--- config.mk ---
export PLATFORM = sky130hd
export DESIGN_NAME = id_ex_stage_flat
export DESIGN_NICKNAME = d
export VERILOG_FILES = /design/src/rtl/id_ex_stage_if.sv /design/src/rtl/id_ex_stage.sv /design/src/flat_wrapper.sv
export SDC_FILE = /design/constraint.sdc
export NUM_CORES = 1
export LEC_CHECK = 0
export BUFFER_PORTS_ARGS = -buffer_cell sky130_fd_sc_hd__buf_2
export CORE_AREA = 5 5 143 145
export CTS_CLUSTER_SIZE = 12
export DETAILED_ROUTE_END_ITERATION = 10
export DIE_AREA = 0 0 148 150
export PLACE_DENSITY = 0.79
export RECOVER_POWER = 25
export SLEW_MARGIN = 20
export SYNTH_ARGS = -nofsm -noshare
export SYNTH_HDL_FRONTEND = slang
export SYNTH_SLANG_ARGS = --single-unit
--- constraint.sdc ---
create_clock -name clk -period 2.4 [get_ports clk]
set_input_delay 0.12 -clock clk [delete_from_list [all_inputs] [get_ports clk]]
set_output_delay 0.12 -clock clk [all_outputs]
set_load 0.05 [all_outputs]
--- src/rtl/id_ex_stage_if.sv ---
// Signal bundle between the ID stage, the ID/EX register and the EX datapath.
// Forwarding sources and pipeline controls travel with it.
interface id_ex_stage_if;
  logic        in_valid;
  logic [31:0] in_pc;
  logic [4:0]  in_rs1;
  logic [4:0]  in_rs2;
  logic [4:0]  in_rd;
  logic        in_use_rs1;
  logic        in_use_rs2;
  logic [31:0] in_rd1;
  logic [31:0] in_rd2;
  logic [31:0] in_imm;
  logic [4:0]  in_aluop;
  logic        in_alusrc;
  logic        in_regwrite;
  logic        in_memread;
  logic        in_memwrite;
  logic        in_branch;
  logic        flush;
  logic        hold;
  logic        exmem_regwrite;
  logic [4:0]  exmem_rd;
  logic [31:0] exmem_result;
  logic        memwb_regwrite;
  logic [4:0]  memwb_rd;
  logic [31:0] memwb_result;
  logic        stall;
  logic        ex_valid;
  logic [31:0] ex_pc;
  logic [4:0]  ex_rd;
  logic [4:0]  ex_aluop;
  logic        ex_regwrite;
  logic        ex_memread;
  logic        ex_memwrite;
  logic        ex_branch;
  logic [31:0] ex_A;
  logic [31:0] ex_B;
  logic [31:0] ex_store_data;

  modport master (
    output in_valid, in_pc, in_rs1, in_rs2, in_rd, in_use_rs1, in_use_rs2,
           in_rd1, in_rd2, in_imm, in_aluop, in_alusrc, in_regwrite,
           in_memread, in_memwrite, in_branch, flush, hold,
           exmem_regwrite, exmem_rd, exmem_result,
           memwb_regwrite, memwb_rd, memwb_result,
    input  stall, ex_valid, ex_pc, ex_rd, ex_aluop, ex_regwrite, ex_memread,
           ex_memwrite, ex_branch, ex_A, ex_B, ex_store_data
  );

  modport slave (
    input  in_valid, in_pc, in_rs1, in_rs2, in_rd, in_use_rs1, in_use_rs2,
           in_rd1, in_rd2, in_imm, in_aluop, in_alusrc, in_regwrite,
           in_memread, in_memwrite, in_branch, flush, hold,
           exmem_regwrite, exmem_rd, exmem_result,
           memwb_regwrite, memwb_rd, memwb_result,
    output stall, ex_valid, ex_pc, ex_rd, ex_aluop, ex_regwrite, ex_memread,
           ex_memwrite, ex_branch, ex_A, ex_B, ex_store_data
  );
endinterface

--- src/rtl/id_ex_stage.sv ---
// ID/EX pipeline register with load-use hazard detection and EX/MEM, MEM/WB
// operand forwarding feeding the ALU operand muxes.
module id_ex_stage (
  input logic         clk,
  input logic         rst,
  id_ex_stage_if.slave bus
);
  localparam logic [4:0] aluop_nop = 5'd0;

  typedef struct packed {
    logic        valid;
    logic [31:0] pc;
    logic [4:0]  rs1;
    logic [4:0]  rs2;
    logic [4:0]  rd;
    logic [31:0] rd1;
    logic [31:0] rd2;
    logic [31:0] imm;
    logic [4:0]  aluop;
    logic        alusrc;
    logic        regwrite;
    logic        memread;
    logic        memwrite;
    logic        branch;
  } stage_t;

  function automatic stage_t bubble();
    stage_t b;
    b       = '0;
    b.aluop = aluop_nop;
    return b;
  endfunction

  stage_t      stage_q;
  stage_t      stage_d;
  stage_t      load_s;
  logic        hz;
  logic        exmem_hit1;
  logic        exmem_hit2;
  logic        memwb_hit1;
  logic        memwb_hit2;
  logic [31:0] fwd_rs1;
  logic [31:0] fwd_rs2;

  // Stall handshake: stall is a same-cycle request; upstream must keep in_*
  // stable while it is high. The bubble clears ex_memread, so hz (and stall)
  // drops after one edge unless hold keeps the load frozen in EX.
  always_comb begin
    hz = stage_q.valid && stage_q.memread && (stage_q.rd != 5'd0) && bus.in_valid &&
         ((bus.in_use_rs1 && (bus.in_rs1 == stage_q.rd)) ||
          (bus.in_use_rs2 && (bus.in_rs2 == stage_q.rd)));
  end

  assign bus.stall = hz && !bus.flush;

  always_comb begin
    load_s          = '0;
    load_s.valid    = bus.in_valid;
    load_s.pc       = bus.in_pc;
    load_s.rs1      = bus.in_rs1;
    load_s.rs2      = bus.in_rs2;
    load_s.rd       = bus.in_rd;
    load_s.rd1      = bus.in_rd1;
    load_s.rd2      = bus.in_rd2;
    load_s.imm      = bus.in_imm;
    load_s.aluop    = bus.in_aluop;
    load_s.alusrc   = bus.in_alusrc;
    load_s.regwrite = bus.in_regwrite;
    load_s.memread  = bus.in_memread;
    load_s.memwrite = bus.in_memwrite;
    load_s.branch   = bus.in_branch;
  end

  always_comb begin
    stage_d = stage_q;
    if (bus.flush)     stage_d = bubble();
    else if (bus.hold) stage_d = stage_q;
    else if (hz)       stage_d = bubble();
    else               stage_d = load_s;
  end

  always_ff @(posedge clk) begin
    if (rst) stage_q <= bubble();
    else     stage_q <= stage_d;
  end

  // A bubble (valid=0) passes raw register values; x0 never matches.
  always_comb begin
    exmem_hit1 = stage_q.valid && bus.exmem_regwrite && (bus.exmem_rd != 5'd0) &&
                 (bus.exmem_rd == stage_q.rs1);
    exmem_hit2 = stage_q.valid && bus.exmem_regwrite && (bus.exmem_rd != 5'd0) &&
                 (bus.exmem_rd == stage_q.rs2);
    memwb_hit1 = stage_q.valid && bus.memwb_regwrite && (bus.memwb_rd != 5'd0) &&
                 (bus.memwb_rd == stage_q.rs1);
    memwb_hit2 = stage_q.valid && bus.memwb_regwrite && (bus.memwb_rd != 5'd0) &&
                 (bus.memwb_rd == stage_q.rs2);

    fwd_rs1 = stage_q.rd1;
    if (exmem_hit1)      fwd_rs1 = bus.exmem_result;
    else if (memwb_hit1) fwd_rs1 = bus.memwb_result;

    fwd_rs2 = stage_q.rd2;
    if (exmem_hit2)      fwd_rs2 = bus.exmem_result;
    else if (memwb_hit2) fwd_rs2 = bus.memwb_result;
  end

  assign bus.ex_valid      = stage_q.valid;
  assign bus.ex_pc         = stage_q.pc;
  assign bus.ex_rd         = stage_q.rd;
  assign bus.ex_aluop      = stage_q.aluop;
  assign bus.ex_regwrite   = stage_q.regwrite;
  assign bus.ex_memread    = stage_q.memread;
  assign bus.ex_memwrite   = stage_q.memwrite;
  assign bus.ex_branch     = stage_q.branch;
  assign bus.ex_A          = fwd_rs1;
  assign bus.ex_B          = stage_q.alusrc ? stage_q.imm : fwd_rs2;
  assign bus.ex_store_data = fwd_rs2;
endmodule
--- src/flat_wrapper.sv ---
// flat-port wrapper written by rule: the top's interface ports become plain ports
module id_ex_stage_flat 
  (clk, rst, bus_in_valid, bus_in_pc, bus_in_rs1, bus_in_rs2, bus_in_rd, bus_in_use_rs1, bus_in_use_rs2, bus_in_rd1, bus_in_rd2, bus_in_imm, bus_in_aluop, bus_in_alusrc, bus_in_regwrite, bus_in_memread, bus_in_memwrite, bus_in_branch, bus_flush, bus_hold, bus_exmem_regwrite, bus_exmem_rd, bus_exmem_result, bus_memwb_regwrite, bus_memwb_rd, bus_memwb_result, bus_stall, bus_ex_valid, bus_ex_pc, bus_ex_rd, bus_ex_aluop, bus_ex_regwrite, bus_ex_memread, bus_ex_memwrite, bus_ex_branch, bus_ex_A, bus_ex_B, bus_ex_store_data);
  id_ex_stage_if bus_i ();
  input logic clk;
  input logic rst;
  input wire logic [$bits(bus_i.in_valid)-1:0] bus_in_valid;
  input wire logic [$bits(bus_i.in_pc)-1:0] bus_in_pc;
  input wire logic [$bits(bus_i.in_rs1)-1:0] bus_in_rs1;
  input wire logic [$bits(bus_i.in_rs2)-1:0] bus_in_rs2;
  input wire logic [$bits(bus_i.in_rd)-1:0] bus_in_rd;
  input wire logic [$bits(bus_i.in_use_rs1)-1:0] bus_in_use_rs1;
  input wire logic [$bits(bus_i.in_use_rs2)-1:0] bus_in_use_rs2;
  input wire logic [$bits(bus_i.in_rd1)-1:0] bus_in_rd1;
  input wire logic [$bits(bus_i.in_rd2)-1:0] bus_in_rd2;
  input wire logic [$bits(bus_i.in_imm)-1:0] bus_in_imm;
  input wire logic [$bits(bus_i.in_aluop)-1:0] bus_in_aluop;
  input wire logic [$bits(bus_i.in_alusrc)-1:0] bus_in_alusrc;
  input wire logic [$bits(bus_i.in_regwrite)-1:0] bus_in_regwrite;
  input wire logic [$bits(bus_i.in_memread)-1:0] bus_in_memread;
  input wire logic [$bits(bus_i.in_memwrite)-1:0] bus_in_memwrite;
  input wire logic [$bits(bus_i.in_branch)-1:0] bus_in_branch;
  input wire logic [$bits(bus_i.flush)-1:0] bus_flush;
  input wire logic [$bits(bus_i.hold)-1:0] bus_hold;
  input wire logic [$bits(bus_i.exmem_regwrite)-1:0] bus_exmem_regwrite;
  input wire logic [$bits(bus_i.exmem_rd)-1:0] bus_exmem_rd;
  input wire logic [$bits(bus_i.exmem_result)-1:0] bus_exmem_result;
  input wire logic [$bits(bus_i.memwb_regwrite)-1:0] bus_memwb_regwrite;
  input wire logic [$bits(bus_i.memwb_rd)-1:0] bus_memwb_rd;
  input wire logic [$bits(bus_i.memwb_result)-1:0] bus_memwb_result;
  output wire logic [$bits(bus_i.stall)-1:0] bus_stall;
  output wire logic [$bits(bus_i.ex_valid)-1:0] bus_ex_valid;
  output wire logic [$bits(bus_i.ex_pc)-1:0] bus_ex_pc;
  output wire logic [$bits(bus_i.ex_rd)-1:0] bus_ex_rd;
  output wire logic [$bits(bus_i.ex_aluop)-1:0] bus_ex_aluop;
  output wire logic [$bits(bus_i.ex_regwrite)-1:0] bus_ex_regwrite;
  output wire logic [$bits(bus_i.ex_memread)-1:0] bus_ex_memread;
  output wire logic [$bits(bus_i.ex_memwrite)-1:0] bus_ex_memwrite;
  output wire logic [$bits(bus_i.ex_branch)-1:0] bus_ex_branch;
  output wire logic [$bits(bus_i.ex_A)-1:0] bus_ex_A;
  output wire logic [$bits(bus_i.ex_B)-1:0] bus_ex_B;
  output wire logic [$bits(bus_i.ex_store_data)-1:0] bus_ex_store_data;
  assign bus_i.in_valid = bus_in_valid;
  assign bus_i.in_pc = bus_in_pc;
  assign bus_i.in_rs1 = bus_in_rs1;
  assign bus_i.in_rs2 = bus_in_rs2;
  assign bus_i.in_rd = bus_in_rd;
  assign bus_i.in_use_rs1 = bus_in_use_rs1;
  assign bus_i.in_use_rs2 = bus_in_use_rs2;
  assign bus_i.in_rd1 = bus_in_rd1;
  assign bus_i.in_rd2 = bus_in_rd2;
  assign bus_i.in_imm = bus_in_imm;
  assign bus_i.in_aluop = bus_in_aluop;
  assign bus_i.in_alusrc = bus_in_alusrc;
  assign bus_i.in_regwrite = bus_in_regwrite;
  assign bus_i.in_memread = bus_in_memread;
  assign bus_i.in_memwrite = bus_in_memwrite;
  assign bus_i.in_branch = bus_in_branch;
  assign bus_i.flush = bus_flush;
  assign bus_i.hold = bus_hold;
  assign bus_i.exmem_regwrite = bus_exmem_regwrite;
  assign bus_i.exmem_rd = bus_exmem_rd;
  assign bus_i.exmem_result = bus_exmem_result;
  assign bus_i.memwb_regwrite = bus_memwb_regwrite;
  assign bus_i.memwb_rd = bus_memwb_rd;
  assign bus_i.memwb_result = bus_memwb_result;
  assign bus_stall = bus_i.stall;
  assign bus_ex_valid = bus_i.ex_valid;
  assign bus_ex_pc = bus_i.ex_pc;
  assign bus_ex_rd = bus_i.ex_rd;
  assign bus_ex_aluop = bus_i.ex_aluop;
  assign bus_ex_regwrite = bus_i.ex_regwrite;
  assign bus_ex_memread = bus_i.ex_memread;
  assign bus_ex_memwrite = bus_i.ex_memwrite;
  assign bus_ex_branch = bus_i.ex_branch;
  assign bus_ex_A = bus_i.ex_A;
  assign bus_ex_B = bus_i.ex_B;
  assign bus_ex_store_data = bus_i.ex_store_data;
  id_ex_stage u_core (.clk(clk), .rst(rst), .bus(bus_i));
endmodule
== Word level (Yosys, flattened, before mapping) ==
Cells that the tools add are included.
Cells by class
  equal/unequal tests: 6
  multiplexer cells: 6
  reductions and logical operators: 21
Operators with widths (number)
  32-bit 2-to-1 mux: 5
  154-bit 2-to-1 mux: 1
  5-bit equality test: 6
  1-bit logical AND: 15
  5-bit nonzero test: 3
  2-bit OR reduction: 1
  1-bit logical NOT: 1
  1-bit logical OR: 1
Word-level totals
  register bits after elaboration: 154
  input bits: 236

== Longest topological paths before layout ==
Gate-level depths: netlist of run 1.
  depth in word-level cells: 6
  depth in mapped cells: 8

== Worst setup path after synthesis of run 1 ==
Ideal clock, no wire load.
  path kind: reg-to-output
  start point: reg u_core.stage_q (netlist bit u_core.bus.ex_valid)
  end point: out bus_ex_B[30]
  data arrival time: 3212 ps
  data required time: 2280 ps
  setup slack: -932 ps
  stages on the path, launching flop included: 8
  buffers on the path: 2
  cell sequence: dfxtp_1 > nand2_1 > or4_1 > clkbuf_1 > or2_1 > buf_4 > a31oi_1 > mux2_2
Between the ends
  cells in the longest elaborated chain, start to end: 6
  elaborated cells between the ends (all ways): 9
  those cells by class: mux: 3; reduce/logical: 6
Ends and longest elaborated chain
  start: declaration: line id_ex_stage.sv:34  | stage_t stage_q;
  start signal: assignment: line id_ex_stage.sv:83  | if (rst) stage_q <= bubble();
  start signal: assignment: line id_ex_stage.sv:84  | else stage_q <= stage_d;
  1-bit logical AND (3 in series): line id_ex_stage.sv:95  | memwb_hit2 = stage_q.valid && bus.memwb_regwrite && (bus.memwb_rd != 5'd0) &&
  32-bit 2-to-1 mux: line id_ex_stage.sv:104  | else if (memwb_hit2) fwd_rs2 = bus.memwb_result;
  32-bit 2-to-1 mux *: line id_ex_stage.sv:103  | if (exmem_hit2) fwd_rs2 = bus.exmem_result;
  via bus_ex_store_data[30]: line flat_wrapper.sv:42  | output wire logic [$bits(bus_i.ex_store_data)-1:0] bus_ex_store_data;
  32-bit 2-to-1 mux *: line id_ex_stage.sv:116  | assign bus.ex_B = stage_q.alusrc ? stage_q.imm : fwd_rs2;
  end: declaration: line flat_wrapper.sv:41  | output wire logic [$bits(bus_i.ex_B)-1:0] bus_ex_B;
The timed path passes the listed nets; every way through them passes the cells marked *.

== Worst setup path in the final report of run 1 ==
  start point: reg u_core.stage_q[113] in the netlist's numbering
  end point: out bus_ex_B[22]
Between the ends
  cells in the longest elaborated chain, start to end: 5
  elaborated cells between the ends (all ways): 7
  those cells by class: eq/ne: 2; mux: 3; reduce/logical: 2
Ends and longest elaborated chain
  5-bit equality test: line id_ex_stage.sv:96  | (bus.memwb_rd == stage_q.rs2);
  1-bit logical AND: line id_ex_stage.sv:95
  32-bit 2-to-1 mux: line id_ex_stage.sv:104
  32-bit 2-to-1 mux *: line id_ex_stage.sv:103
  32-bit 2-to-1 mux *: line id_ex_stage.sv:116
Mark *: on every way between the ends. The rest lies on a longest branch, timed or not.

==> results of run 1 <==
-- power by group through the flow --
stage | Clock (uW) | Sequential [uW] | Combinational (uW)
after detailed placement | 0 | 2750 | 1040
after floorplan | 0 | 2740 | 658
after global routing | 2720 | 2720 | 1500
final | 2560 | 2710 | 1440
after global placement | 0 | 2750 | 1030
after CTS | 2590 | 2690 | 1340
-- per-layer routing --
layer / share of wire, % / global-route usage, % / wire [um]
met1: 36 / 32.54 / 12720
met2: 50 / 48.78 / 17820
met3: 8.2 / 6.723 / 2906
met4: 6.0 / 16.35 / 2125
met5: 0 / 0 / 0
-- path summary, 6_finish.rpt --
| check | startpoint | endpoint | cells past startpoint | slack [ns] |
|---|---|---|---|---|
| setup / recovery | u_core.stage_q[113]$_SDFFE_PP0N_ | bus_ex_B[22] | 7 | -0.30 |
| setup reg to reg | u_core.bus.ex_rd[4]$_SDFFE_PP0N_ | u_core.stage_q[38]$_SDFFE_PP0N_ | 7 | -0.13 |
| hold reg to reg | u_core.bus.ex_pc[16]$_SDFFE_PP0N_ | u_core.bus.ex_pc[16]$_SDFFE_PP0N_ | 1 | 0.47 |
| hold / removal | bus_hold | u_core.stage_q[120]$_SDFFE_PP0N_ | 4 | 0.35 |
-- worst register-to-register path: cells and delay by family (launching register included) --
family          cells  cell delay, ns
xor+xnor            1            0.14
simple gates        1            0.11
flops               1            0.47
compound gates      3            1.17
buf+inv             2            0.58
-- timing repair --
action | 4_1_cts | 5_1_grt
hold buffers | 154 | 0
hold endpoints to repair | 154 | 0
cloned | 1 | 3
pin swaps | 3 | 30
endpoints found under the setup margin | 90 | 96
buffers inserted | 2 | 4
gates resized for setup | 206 | 161
-- cells in the mapped netlist, drive strengths merged --
cell and instances:
a31oi 32, a2111oi 1, nor4 1, a21oi 33, or3 1, o22ai 1, o211ai 3, xnor2 25
nand2 4, o211a 1, buf 61, nand3 35, xor2 5, nand4 3, o21ai 33, nor3 33
nor3b 1, dfxtp 154, or4 3, clkbuf 52, mux2i 32, mux2 32, or2 1, a22o 154
and4 1, and2 1, nor2 34
-- final cells by class --
type | instances | area [um^2]
clock buffer | 18 | 439.2
antenna | 5 | 12.51
multi-input combinational | 470 | 4737
sequential | 154 | 3093
tap | 238 | 297.8
clock inverter | 14 | 113.9
timing repair buffer | 572 | 4686
fill | 1271 | 5700
-- logic make-up (layout without fill, tap and decap cells) --
kind of cell / after synthesis / after routing / synth area share (%)
AOI/OAI and AO/OA: 258 / 258 / 31.38
buffers and inverters: 113 / 604 / 8.520
xor gates and xnor gates: 30 / 30 / 3.434
muxes: 64 / 64 / 8.896
DFF: 154 / 154 / 40.29
and+or+nand+nor: 118 / 118 / 7.474
other: 0 / 5 / 0
-- registers in the layout, indices dropped and copies added (netlist names) --
register / count
u_core.bus.ex_memwrite: 1
u_core.bus.ex_aluop: 5
u_core.bus.ex_memread: 1
u_core.bus.ex_branch: 1
u_core.bus.ex_pc: 32
u_core.bus.ex_regwrite: 1
u_core.bus.ex_rd: 5
u_core.stage_q: 107
u_core.bus.ex_valid: 1
-- stage by stage --
step	hold WS (ns)	worst slack [ns]	cell area (um^2)	setup TNS [ns]
6_report	0.3549	-0.3016	13380	-16.69
5_1_grt	0.3543	-0.3885	13380	-43.73
4_1_cts	0.2927	-0.2034	12780	-8.805
3_5_place_dp	0.3389	0.06454	9899	0
3_3_place_gp	0.3350	0.1065	9899	0
2_1_floorplan	0.2523	-0.1179	7914	-3.582
==> results.json, run 1 <==
{
  "pin_count": 380,
  "port_buffers": 379,
  "skew_ns": 0.01030,
  "synth.yosys.seq_area_share_pct": 40.29,
  "slowest_stage": "o21ai_0",
  "crit_arrival_ns": 2.58,
  "fmaxAchievable_ghz": 0.3701,
  "groute.usage.overall_pct": 28.47,
  "critPathBufInv": 2,
  "cp-start-kind": "register",
  "endpoint_kind": "primary output",
  "power_switching_uw": 2039,
  "num_vias": 8545,
  "synth_cells": 737,
  "dp_hpwl_mm": 20.24,
  "antenna_found_initial": 5,
  "fin_nets": 1451,
  "dr.pass1.iters": 5,
  "synth_top_area_cell": "dfxtp_1",
  "clock-sinks": 154,
  "status": "finished with violations",
  "critical_path_class": "reg2out",
  "die_area_mm2": 0.02220,
  "numCtsBuffers": 17,
  "drt_wl_total_mm": 35.58,
  "die_h_um": 150,
  "ys_warn_count": 0,
  "p_per_area_mw_per_mm2": 501.9,
  "power.internal_uw": 4676,
  "drt_iter0_drc": 673,
  "die_x_um": 148,
  "cp_slowest_stage_delay_ns": 0.50,
  "fin_crit_sh_pct": 112.6,
  "core_area_mm2": 0.01908,
  "instances_no_fill": 1471,
  "cp_cell_sequence": "xnor2_1 > nand4_1 > buf_4 > o21ai_0 > a31oi_4 > mux2_4 > buf_8",
  "path_max_fanout": 32,
  "grt_pass1_wl_mm": 49.56,
  "max-vdd-ir-drop_uv": 441.5,
  "p_clk_share_pct": 38.1,
  "netSwitchingFraction_pct": 30.36,
  "slew_headroom_pct": 31.32,
  "p_seq_share_pct": 40.4,
  "grt_pass1_vias": 8867,
  "final.min_clock_period_ns": 2.702,
  "start_util_pct": 40.10,
  "synth_top_area_share_pct": 40.29,
  "required_ns": 2.28,
  "worst_pin_slew_ns": 1.004,
  "cts_root_buf": "clkbuf_16",
  "finalSetupViolCount": 197,
  "grt_max_degree": 111,
  "globalplace.congestion": 0.8539,
  "maxSlewViolCount": 0,
  "synth_cell_types": 33,
  "syn_to_final_growth_pct": 74.87,
  "cts_tree": "done",
  "hp-class": "in2reg",
  "leakage_uw": 0.005405,
  "synth.net_count": 973,
  "overflow": 0,
  "layout_common_cells": "buf_2 (236), a22o_1 (154), dlygate4sd3_1 (154)",
  "fin_util_pct": 70.12,
  "cts.clk_slew.worst_paths_ns": 0.07,
  "dp.cells": 1270,
  "avgRoutedWirePerCell_um": 24.19,
  "syn-mean-instance-area_um2": 10.38,
  "insertion_delay_ns": 0.42,
  "drv_cap": 0,
  "synth_seq_cells": 154,
  "drive_above_1_share_pct": 46.82,
  "drc": 0,
  "netlist_area_mm2": 0.007651,
  "layout_setup_ws_ns": -0.3016,
  "routed_via_density": 5.809,
  "rows": 51,
  "ys_top_cells_by_area": "dfxtp_1 (40%), a22o_1 (18%), a31oi_4 (8.3%)",
  "failed_checks": "setup timing",
  "ctsLongestPathBuffers": 2,
  "critical-path-top-delay-family": "compound AO/OA/AOI/OAI gates",
  "hold_violations": 0,
  "drtAntennaViolNets": 0,
  "rsz0062_at_grt": "yes",
  "combinationalPowerShare_pct": 21.5,
  "layout_commonest_cell": "buf_2",
  "htree_levels": 4,
  "p_total_uw": 6715
}
No activity file was read; power rests on OpenSTA's default activity.
==> run 2: changes to the inputs <==
- SKIP_LAST_GASP: unset -> 1
==> results.json, run 2 (synthesis results as in run 1) <==
{
  "status": "finished with violations",
  "failed_checks": "setup timing",
  "skew_ns": 0.01356,
  "cp_cell_sequence": "xor2_1 > or4_4 > buf_8 > nor3_2 > a31oi_4 > mux2_4 > buf_6",
  "cts_tree": "done",
  "use_met2_pct": 47.68,
  "dp_hpwl_mm": 20.24,
  "max-vdd-ir-drop_uv": 440.2,
  "use_met3_pct": 6.844,
  "hp-class": "in2reg",
  "fin_nets": 1449,
  "dr.pass1.iters": 5,
  "path_max_fanout": 27,
  "required_ns": 2.28,
  "grt_use_met1_pct": 32.40,
  "worst_pin_slew_ns": 0.7459,
  "grt-busiest-layer": "met2",
  "cts_root_buf": "clkbuf_16",
  "groute.usage.overall_pct": 27.99,
  "fmaxAchievable_ghz": 0.3750,
  "cp-start-kind": "register",
  "num_vias": 8548,
  "drtAntennaViolNets": 0,
  "pin_count": 380,
  "slew_headroom_pct": 50.15,
  "cts.clk_slew.worst_paths_ns": 0.07,
  "htree_levels": 4,
  "grt_pass1_vias": 8769,
  "maxSlewViolCount": 0,
  "fin_tns_setup_ns": -8.212,
  "critical_path_class": "reg2out",
  "avgRoutedWirePerCell_um": 23.77,
  "port_buffers": 379,
  "grt_max_degree": 111,
  "insertion_delay_ns": 0.42,
  "drv_cap": 0,
  "regMostFlops": "u_core.stage_q",
  "ctsLongestPathBuffers": 2,
  "cp_slowest_stage_delay_ns": 0.55,
  "start_util_pct": 40.10,
  "crit_arrival_ns": 2.55,
  "die_area_mm2": 0.02220,
  "drc": 0,
  "post-place-ws_ns": 0.06454,
  "layout_common_cells": "buf_2 (236), a22o_1 (154), dlygate4sd3_1 (154)",
  "hold_violations": 0,
  "instances_no_fill": 1468,
  "rows": 51,
  "layout_setup_ws_ns": -0.2667,
  "die_x_um": 148,
  "drive_above_1_share_pct": 46.90,
  "p_per_area_mw_per_mm2": 504.0,
  "final.min_clock_period_ns": 2.667,
  "antenna_found_initial": 4,
  "syn_to_final_growth_pct": 73.74,
  "globalplace.congestion": 0.8539,
  "numCtsBuffers": 17,
  "dp.cells": 1270,
  "endpoint_kind": "primary output",
  "largest_register_ffs": 107,
  "drt_iter0_drc": 709,
  "grt_pass1_wl_mm": 48.97,
  "routed_via_density": 5.823,
  "fin_crit_sh_pct": 111.1,
  "leakage_uw": 0.005375,
  "overflow": 0,
  "drt_wl_total_mm": 34.90,
  "layout_commonest_cell": "buf_2",
  "slowest_stage": "or4_4",
  "rsz0062_at_grt": "yes",
  "clock-sinks": 154,
  "die_h_um": 150,
  "finalSetupViolCount": 64,
  "core_area_mm2": 0.01908
}
run 2: cell types whose count changed in the layout (fill, tap and decap cells not counted), sizes merged:
cell	before	now
buf	368	366
diode	5	4
run 2: worst max-delay path, delay by kind of cell (launching register included):
| kind | cells | cell delay [ns] |
|---|---|---|
| and+or+nand+nor | 2 | 0.83 |
| buffers and inverters | 2 | 0.40 |
| DFF | 1 | 0.34 |
| muxes | 1 | 0.30 |
| xor gates and xnor gates | 1 | 0.16 |
| AOI/OAI and AO/OA | 1 | 0.06 |
run 2: what timing repair did:
action,4_1_cts,5_1_grt
hold buffers,154,0
hold endpoints to repair,154,0
resized for setup,187,163
endpoints found under the setup margin,90,96
cloned,1,3
buffers inserted,2,2
pin swaps,3,17
run 2: where the power goes:
part | total, uW | internal, uW | switching [uW]
Clock | 2560 | 1370 | 1190
Sequential | 2710 | 2640 | 69.6
Combinational | 1430 | 653 | 774
Total | 6700 | 4670 | 2030
run 2: routing by layer:
| layer | vias up | part of all wire (%) |
|---|---|---|
| li1 | 3696 | - |
| met1 | 4071 | 36 |
| met2 | 615 | 50 |
| met3 | 166 | 8.0 |
| met4 | 0 | 5.7 |
| met5 | - | 0 |
run 2: layout make-up:
class	instances	area (um^2)
Clock inverter	14	113.9
Antenna cell	4	10.01
Clock buffer	18	439.2
Multi-Input combinational cell	470	4747
Fill cell	1292	5787
Tap cell	238	297.8
Timing Repair Buffer	570	4592
Sequential cell	154	3093
run 2: worst paths after layout:
path | start | slack [ns] | cells past startpoint | to
hold / removal | bus_hold | 0.32 | 4 | u_core.stage_q[120]$_SDFFE_PP0N_
setup / recovery | u_core.stage_q[115]$_SDFFE_PP0N_ | -0.27 | 7 | bus_ex_B[23]
hold reg to reg | u_core.stage_q[70]$_SDFFE_PP0N_ | 0.47 | 1 | u_core.stage_q[70]$_SDFFE_PP0N_
setup reg to reg | u_core.bus.ex_rd[4]$_SDFFE_PP0N_ | 0.05 | 7 | u_core.stage_q[25]$_SDFFE_PP0N_
run 2: per-stage QoR:
| step | hold slack [ns] | power (uW) | area, um^2 | util, % |
|---|---|---|---|---|
| after floorplan | 0.2523 | 3402 | 7914 | - |
| after global placement | 0.3350 | 3780 | 9899 | 51.89 |
| after detailed placement | 0.3389 | 3792 | 9899 | 51.89 |
| after CTS | 0.2927 | 6621 | 12710 | 66.61 |
| after global routing | 0.3149 | 6913 | 13290 | 69.67 |
| final | 0.3175 | 6699 | 13290 | 69.67 |
